## src/rtl/mips_mc_ctrl.sv

```systemverilog
// Multicycle control FSM for a MIPS subset (addu/subu/and/or, lw/sw, ori/lui,
// beq, j). Sequences a shared ALU, register file, unified memory port and PC.
// Memory accesses stall on mem_ready.
//
// Ports:
//   clk, rst_n         rising-edge clock, asynchronous active-low reset
//   opcode, funct      IR[31:26] and IR[5:0]
//   zero               ALU zero flag, used for beq
//   mem_ready          memory access completes this cycle
//   ALUctr             ALU operation code
//   ALUSrcA/ALUSrcB    ALU operand selects
//   ExtOp              1 = sign-extend immediate, 0 = zero-extend
//   IorD               memory address select (0 = PC, 1 = ALUOut)
//   MemRead/MemWrite   memory requests
//   IRWrite, PCWrite   IR load, PC load
//   PCSource           PC source select
//   RegWrite/RegDst/MemtoReg  register-file write controls
//   instr_done         one-cycle pulse on retirement
//   illegal            one-cycle pulse on an undecodable instruction
//   state              current state, for debug
module mips_mc_ctrl #(
  parameter bit ILLEGAL_TRAP = 1'b0
) (
  input  logic       clk,
  input  logic       rst_n,
  input  logic [5:0] opcode,
  input  logic [5:0] funct,
  input  logic       zero,
  input  logic       mem_ready,
  output logic [3:0] ALUctr,
  output logic       ALUSrcA,
  output logic [1:0] ALUSrcB,
  output logic       ExtOp,
  output logic       IorD,
  output logic       MemRead,
  output logic       MemWrite,
  output logic       IRWrite,
  output logic       PCWrite,
  output logic [1:0] PCSource,
  output logic       RegWrite,
  output logic       RegDst,
  output logic       MemtoReg,
  output logic       instr_done,
  output logic       illegal,
  output logic [3:0] state
);

  typedef enum logic [3:0] {
    S_IDLE   = 4'd0,
    S_FETCH  = 4'd1,
    S_DECODE = 4'd2,
    S_MEMADR = 4'd3,
    S_MEMRD  = 4'd4,
    S_MEMWB  = 4'd5,
    S_MEMWR  = 4'd6,
    S_EXEC_R = 4'd7,
    S_RWB    = 4'd8,
    S_EXEC_I = 4'd9,
    S_IWB    = 4'd10,
    S_BRANCH = 4'd11,
    S_JUMP   = 4'd12,
    S_HALT   = 4'd13
  } state_t;

  localparam logic [5:0] OP_RTYPE = 6'b000000;
  localparam logic [5:0] OP_LW    = 6'b100011;
  localparam logic [5:0] OP_SW    = 6'b101011;
  localparam logic [5:0] OP_ORI   = 6'b001101;
  localparam logic [5:0] OP_LUI   = 6'b001111;
  localparam logic [5:0] OP_BEQ   = 6'b000100;
  localparam logic [5:0] OP_J     = 6'b000010;

  localparam logic [5:0] FN_ADDU  = 6'b100001;
  localparam logic [5:0] FN_SUBU  = 6'b100011;
  localparam logic [5:0] FN_AND   = 6'b100100;
  localparam logic [5:0] FN_OR    = 6'b100101;

  localparam logic [3:0] ALU_ADD  = 4'b0010;
  localparam logic [3:0] ALU_SUB  = 4'b0110;
  localparam logic [3:0] ALU_OR   = 4'b0001;
  localparam logic [3:0] ALU_AND  = 4'b0111;
  localparam logic [3:0] ALU_LUI  = 4'b1010;

  state_t state_q;
  state_t dispatch;
  logic   dec_ok;

  // DECODE dispatch; undecodable instructions fall back to refetch or halt.
  always_comb begin
    dec_ok   = 1'b1;
    dispatch = S_FETCH;
    case (opcode)
      OP_RTYPE: begin
        if (funct inside {FN_ADDU, FN_SUBU, FN_AND, FN_OR}) dispatch = S_EXEC_R;
        else dec_ok = 1'b0;
      end
      OP_LW, OP_SW:   dispatch = S_MEMADR;
      OP_ORI, OP_LUI: dispatch = S_EXEC_I;
      OP_BEQ:         dispatch = S_BRANCH;
      OP_J:           dispatch = S_JUMP;
      default:        dec_ok = 1'b0;
    endcase
    if (!dec_ok) dispatch = ILLEGAL_TRAP ? S_HALT : S_FETCH;
  end

  always_ff @(posedge clk or negedge rst_n) begin
    if (!rst_n) begin
      state_q <= S_IDLE;
    end else begin
      case (state_q)
        S_IDLE:   state_q <= S_FETCH;
        S_FETCH:  if (mem_ready) state_q <= S_DECODE;
        S_DECODE: state_q <= dispatch;
        S_MEMADR: state_q <= (opcode == OP_LW) ? S_MEMRD : S_MEMWR;
        S_MEMRD:  if (mem_ready) state_q <= S_MEMWB;
        S_MEMWB:  state_q <= S_FETCH;
        S_MEMWR:  if (mem_ready) state_q <= S_FETCH;
        S_EXEC_R: state_q <= S_RWB;
        S_RWB:    state_q <= S_FETCH;
        S_EXEC_I: state_q <= S_IWB;
        S_IWB:    state_q <= S_FETCH;
        S_BRANCH: state_q <= S_FETCH;
        S_JUMP:   state_q <= S_FETCH;
        S_HALT:   state_q <= S_HALT;
        default:  state_q <= S_IDLE;
      endcase
    end
  end

  // Output decode. The handshake-qualified strobes (IRWrite/PCWrite in FETCH,
  // PCWrite in BRANCH, instr_done in MEMWR, illegal in DECODE) depend on
  // same-cycle inputs, so outputs are decoded from the state register rather
  // than registered.
  always_comb begin
    ALUctr     = '0;
    ALUSrcA    = 1'b0;
    ALUSrcB    = '0;
    ExtOp      = 1'b0;
    IorD       = 1'b0;
    MemRead    = 1'b0;
    MemWrite   = 1'b0;
    IRWrite    = 1'b0;
    PCWrite    = 1'b0;
    PCSource   = '0;
    RegWrite   = 1'b0;
    RegDst     = 1'b0;
    MemtoReg   = 1'b0;
    instr_done = 1'b0;
    illegal    = 1'b0;
    case (state_q)
      S_FETCH: begin
        MemRead = 1'b1;
        ALUSrcB = 2'd1;
        ALUctr  = ALU_ADD;
        IRWrite = mem_ready;
        PCWrite = mem_ready;
      end
      S_DECODE: begin
        ALUSrcB = 2'd3;
        ExtOp   = 1'b1;
        ALUctr  = ALU_ADD;
        illegal = !dec_ok;
      end
      S_MEMADR: begin
        ALUSrcA = 1'b1;
        ALUSrcB = 2'd2;
        ExtOp   = 1'b1;
        ALUctr  = ALU_ADD;
      end
      S_MEMRD: begin
        MemRead = 1'b1;
        IorD    = 1'b1;
      end
      S_MEMWB: begin
        RegWrite   = 1'b1;
        MemtoReg   = 1'b1;
        instr_done = 1'b1;
      end
      S_MEMWR: begin
        MemWrite   = 1'b1;
        IorD       = 1'b1;
        instr_done = mem_ready;
      end
      S_EXEC_R: begin
        ALUSrcA = 1'b1;
        case (funct)
          FN_SUBU: ALUctr = ALU_SUB;
          FN_AND:  ALUctr = ALU_AND;
          FN_OR:   ALUctr = ALU_OR;
          default: ALUctr = ALU_ADD;
        endcase
      end
      S_RWB: begin
        RegWrite   = 1'b1;
        RegDst     = 1'b1;
        instr_done = 1'b1;
      end
      S_EXEC_I: begin
        ALUSrcA = 1'b1;
        ALUSrcB = 2'd2;
        ALUctr  = (opcode == OP_LUI) ? ALU_LUI : ALU_OR;
      end
      S_IWB: begin
        RegWrite   = 1'b1;
        instr_done = 1'b1;
      end
      S_BRANCH: begin
        ALUSrcA    = 1'b1;
        ALUctr     = ALU_SUB;
        PCSource   = 2'd1;
        PCWrite    = zero;
        instr_done = 1'b1;
      end
      S_JUMP: begin
        PCSource   = 2'd2;
        PCWrite    = 1'b1;
        instr_done = 1'b1;
      end
      default: ;
    endcase
  end

  assign state = state_q;

endmodule

```

## config.mk

```make
export PLATFORM = sky130hd
export DESIGN_NAME = mips_mc_ctrl
export DESIGN_NICKNAME = d
export VERILOG_FILES = /design/src/rtl/mips_mc_ctrl.sv
export SDC_FILE = /design/constraint.sdc
export NUM_CORES = 1
export LEC_CHECK = 0
export ABC_AREA = 1
export CORE_ASPECT_RATIO = 0.7
export CORE_MARGIN = 2
export CORE_UTILIZATION = 32
export DETAILED_ROUTE_END_ITERATION = 6
export GPL_ROUTABILITY_DRIVEN = 0
export PLACE_DENSITY_LB_ADDON = 0.15
export SLEW_MARGIN = 20
export SYNTH_ARGS = -nofsm -noshare
export SYNTH_HDL_FRONTEND = slang
export SYNTH_SLANG_ARGS = --single-unit
```

## constraint.sdc

```tcl
create_clock -name clk -period 1.2 [get_ports clk]
set_input_delay 0.24 -clock clk [delete_from_list [all_inputs] [get_ports clk]]
set_output_delay 0.24 -clock clk [all_outputs]
set_load 0.05 [all_outputs]
```

==> flow_metrics.tcl, run 1 <==
set metrics [dict create \
    numPortBuffers 39 \
    post_cts_resized 57 \
    yosys_register_bits 4 \
    ys_types 19 \
    yosysSeqAreaShare_pct 15.8 \
    stop_stage "clock tree synthesis (4_1_cts)" \
    cts_max_level 1 \
    clock_path_buffers 2 \
    io_pins 40 \
    cts_hold_buf 0 \
    dieWidth_microns 57.2 \
    cts_num_sinks 4 \
    syn_area_per_cell_sq_um 5.32 \
    dpl.hpwl_microns 3640 \
    cts-root-buf "clkbuf_4" \
    row_count 13 \
    cts_buffers 3 \
    synth_warnings 0 \
    postSynthCellCount 119 \
    netlist_area_sq_um 633 \
    die_y_microns 41.2 \
    start_util_pct 34.1 \
    status "did not finish" \
    post_cts_buffers 10 \
    syn_nets 135 \
    tool.error "[ERROR DPL-0038] Utilization greater than 100%, impossible to legalize" \
    dpl_cell_area_sq_um 1780 \
]
-- cell usage after synthesis --
| master | instances | area share [%] |
|---|---|---|
| a211o_1 | 1 | 1.4 |
| a21oi_1 | 3 | 2.4 |
| dfrtp_1 | 4 | 16 |
| inv_1 | 20 | 12 |
| inv_2 | 4 | 2.4 |
| nand2_1 | 27 | 16 |
| nand2_2 | 1 | 0.99 |
| nand2_4 | 1 | 1.8 |
| nand3_1 | 10 | 7.9 |
| nand4_1 | 2 | 2.0 |
| nor2_1 | 26 | 15 |
| nor2_2 | 2 | 2.0 |
| nor2_4 | 3 | 5.3 |
| nor3_1 | 1 | 0.79 |
| o21ai_0 | 6 | 4.7 |
| o21ai_1 | 1 | 0.79 |
| o21ai_2 | 2 | 2.8 |
| o221ai_1 | 2 | 2.8 |
| o22ai_1 | 3 | 3.0 |
-- logic make-up after synthesis --
logic type	Yosys count	share of synthesized area, %
AO/OA/AOI/OAI	18	17.8
AND/OR/NAND/NOR	73	52.2
buffers and inverters	24	14.2
flip-flops	4	15.8
-- metrics by stage --
step	worst slack (ns)	std cells	setup TNS (ns)
after floorplan	-0.620	119	-8.62
after global placement	-0.565	221	-7.58
after detailed placement	-0.856	221	-10.52
==> inputs of run 2 (changes only) <==
Settings changed: CORE_AREA from default to 2 2 63 65, CORE_ASPECT_RATIO 0.7 to default, CORE_MARGIN 2 to default, CORE_UTILIZATION 32 to default, DIE_AREA from default to 0 0 65 67.
Clock period 1.2 ns to 1.6 ns, I/O delays scaled along.
==> run 2 against run 1 <==
Effect of this change:
- the flow now finishes, with violations (setup timing)
- synthesized cell count unchanged
- area after synthesis is the same
==> flow_metrics.tcl, run 2 <==
set metrics [dict create \
    status "finished, violations left" \
    violations "setup timing" \
    postSynthCellCount 119 \
    worst_pin_slew_ns 0.242 \
    cts-root-buf "clkbuf_8" \
    p_per_area_nw_per_um2 2010 \
    row_count 22 \
    synth.top_cell.area_share_pct 16.0 \
    grt_max_degree 8 \
    slew_headroom_pct 83.8 \
    whs_ns 0.316 \
    final.setup.tns_ns -3.06 \
    min_period_ns 1.84 \
    viasPerCell 4.33 \
    mostFrequentLayoutCells "buf_4 (42), buf_12 (23), nor2_4 (17)" \
    drv_slew 0 \
    nets 231 \
    via_count 1130 \
    async_reset_ff_share_pct 100 \
    syn_nets 135 \
    start_util_pct 17.6 \
    ys.flop_type "dfrtp_1" \
    dieWidth_microns 65 \
    clock_path_buffers 2 \
    antenna_found_initial 0 \
    die_y_microns 67 \
    maxCapViolCount 0 \
    grt_overflow_total 0 \
    netlist_area_sq_um 633 \
    ff2ff_setup_slack_ns 0.12 \
    core_sq_um 3610 \
    clk_pin_slew_ns 0.03 \
    crit_path_max_fanout 5 \
    fin_crit_sh_pct 115 \
    synth_common_cells "nand2_1 (27), nor2_1 (26), inv_1 (20)" \
    drt-initial-drc-count 15 \
    grt_pass1_wl_microns 5310 \
    rr_worst_depth 10 \
    dpl.hpwl_microns 2290 \
    peakVddDrop_mv 1.15 \
    io_pins 40 \
    dr.pass1.iters 4 \
    synth_edf_count 0 \
    fmax_ghz 0.543 \
    cp.arrival_ns 1.52 \
    regToRegEndpoint "state[1]$_DFFE_PN0P_" \
    worstSetupStartpointType "flop" \
    yosysTopAreaCell "nand2_1" \
    wl_microns 3050 \
    clk_latency_ns 0.21 \
    yosysMostFrequentCell "nand2_1" \
    routedWlPerCell_microns 11.7 \
    yosysSeqAreaShare_pct 15.8 \
    synth_warnings 0 \
    critical_path_class "reg -> out" \
    rr_startpoint "state[1]$_DFFE_PN0P_" \
    yosys_register_bits 4 \
    die_area_sq_um 4360 \
    grtUsageTotal_pct 15.3 \
    finalHoldViolations 0 \
    cts_num_sinks 4 \
    fin_ws_ns -0.241 \
    drive_above_1_share_pct 71.4 \
    numPortBuffers 39 \
    setup_viol 20 \
    syn_to_final_growth_pct 230 \
    cp.required_ns 1.28 \
    layout_commonest_cell "buf_4" \
    grt_pass1_vias 1251 \
    remaining_drc_errors 0 \
    ant_nets 0 \
    clock_skew_ns 0.000740 \
    cp-end-kind "output port" \
    p_total_mw 4.19 \
    rsz0062_at_grt "true" \
    synth_area_leaders "nand2_1 (16%), dfrtp_1 (16%), nor2_1 (15%)" \
    cts_buffers 3 \
    tritoncts "done" \
    cts_max_level 1 \
    hold_path_class "in -> async" \
    power.leakage_nw 0.981 \
    largest_reg_flops 4 \
    ys_types 19 \
    syn_area_per_cell_sq_um 5.32 \
    diodes 0 \
]
==> run 2: cell families (layout without fill, tap and decap cells) <==
group | Yosys count | after routing | share of synthesized area (%)
AOI/OAI and AO/OA | 18 | 18 | 17.8
DFF | 4 | 4 | 15.8
buffers and inverters | 24 | 118 | 14.2
and+or+nand+nor | 73 | 73 | 52.2
==> run 2: layer usage <==
metal | vias up | global-route usage [%] | share of wire (%)
li1 | 572 | - | -
met2 | 28 | 28.6 | 56
met5 | - | 0 | 0
met1 | 528 | 18.2 | 39
met4 | 0 | 3.99 | 0.75
met3 | 2 | 2.20 | 3.8
==> run 2: final cells by class <==
type                    count  area, sq um
clock buffers               3         41.3
fillers                   347         1520
inverters                  24          115
multi-input cells          91          739
flip-flops and latches      4          110
well taps                  48         60.1
repair buffers             91         1020
==> run 2: worst max-delay path by stage <==
stage                                     from          to  slack, ns  cells after the start
after floorplan           state[1]$_DFFE_PN0P_     MemRead      -0.30                      3
after global placement                funct[5]     illegal      -0.39                      9
after detailed placement              funct[5]     illegal      -0.42                      9
after CTS                 state[0]$_DFFE_PN0P_  instr_done      -0.23                      6
after global routing      state[0]$_DFFE_PN0P_  instr_done      -0.28                      6
final                     state[0]$_DFFE_PN0P_     PCWrite      -0.24                      8
==> run 2: what timing repair did <==
item                                    CTS  global route
hold buffers                              0             0
pin swaps                                26             7
endpoints found under the setup margin   21            22
cloned                                    0             0
setup buffers                            19             1
resized for setup                        57            21
==> run 2: critical path: stages (launching register included) <==
cell	delay [ns]
dfrtp_4	0.51
inv_4	0.08
nor2_4	0.04
inv_4	0.10
nor2_4	0.05
inv_4	0.07
nor2_4	0.04
a211o_4	0.26
buf_8	0.15
==> run 2: metrics by stage <==
stage	util (%)	std cells	cell area (sq um)	setup WS, ns
6_report	57.9	261	2090	-0.241
3_5_place_dp	48.0	238	1730	-0.419
3_3_place_gp	48.0	238	1730	-0.395
5_1_grt	57.9	261	2090	-0.283
4_1_cts	57.2	260	2060	-0.227
2_1_floorplan	-	119	813	-0.302
==> run 2: power by group <==
group	total, mW	switching, mW	leakage, nW	internal [mW]
sequential	0.269	0.103	0.0457	0.166
combinational	3.71	1.93	0.914	1.79
clock	0.208	0.0476	0.0216	0.160
No activity file was read; power rests on OpenSTA's default activity.
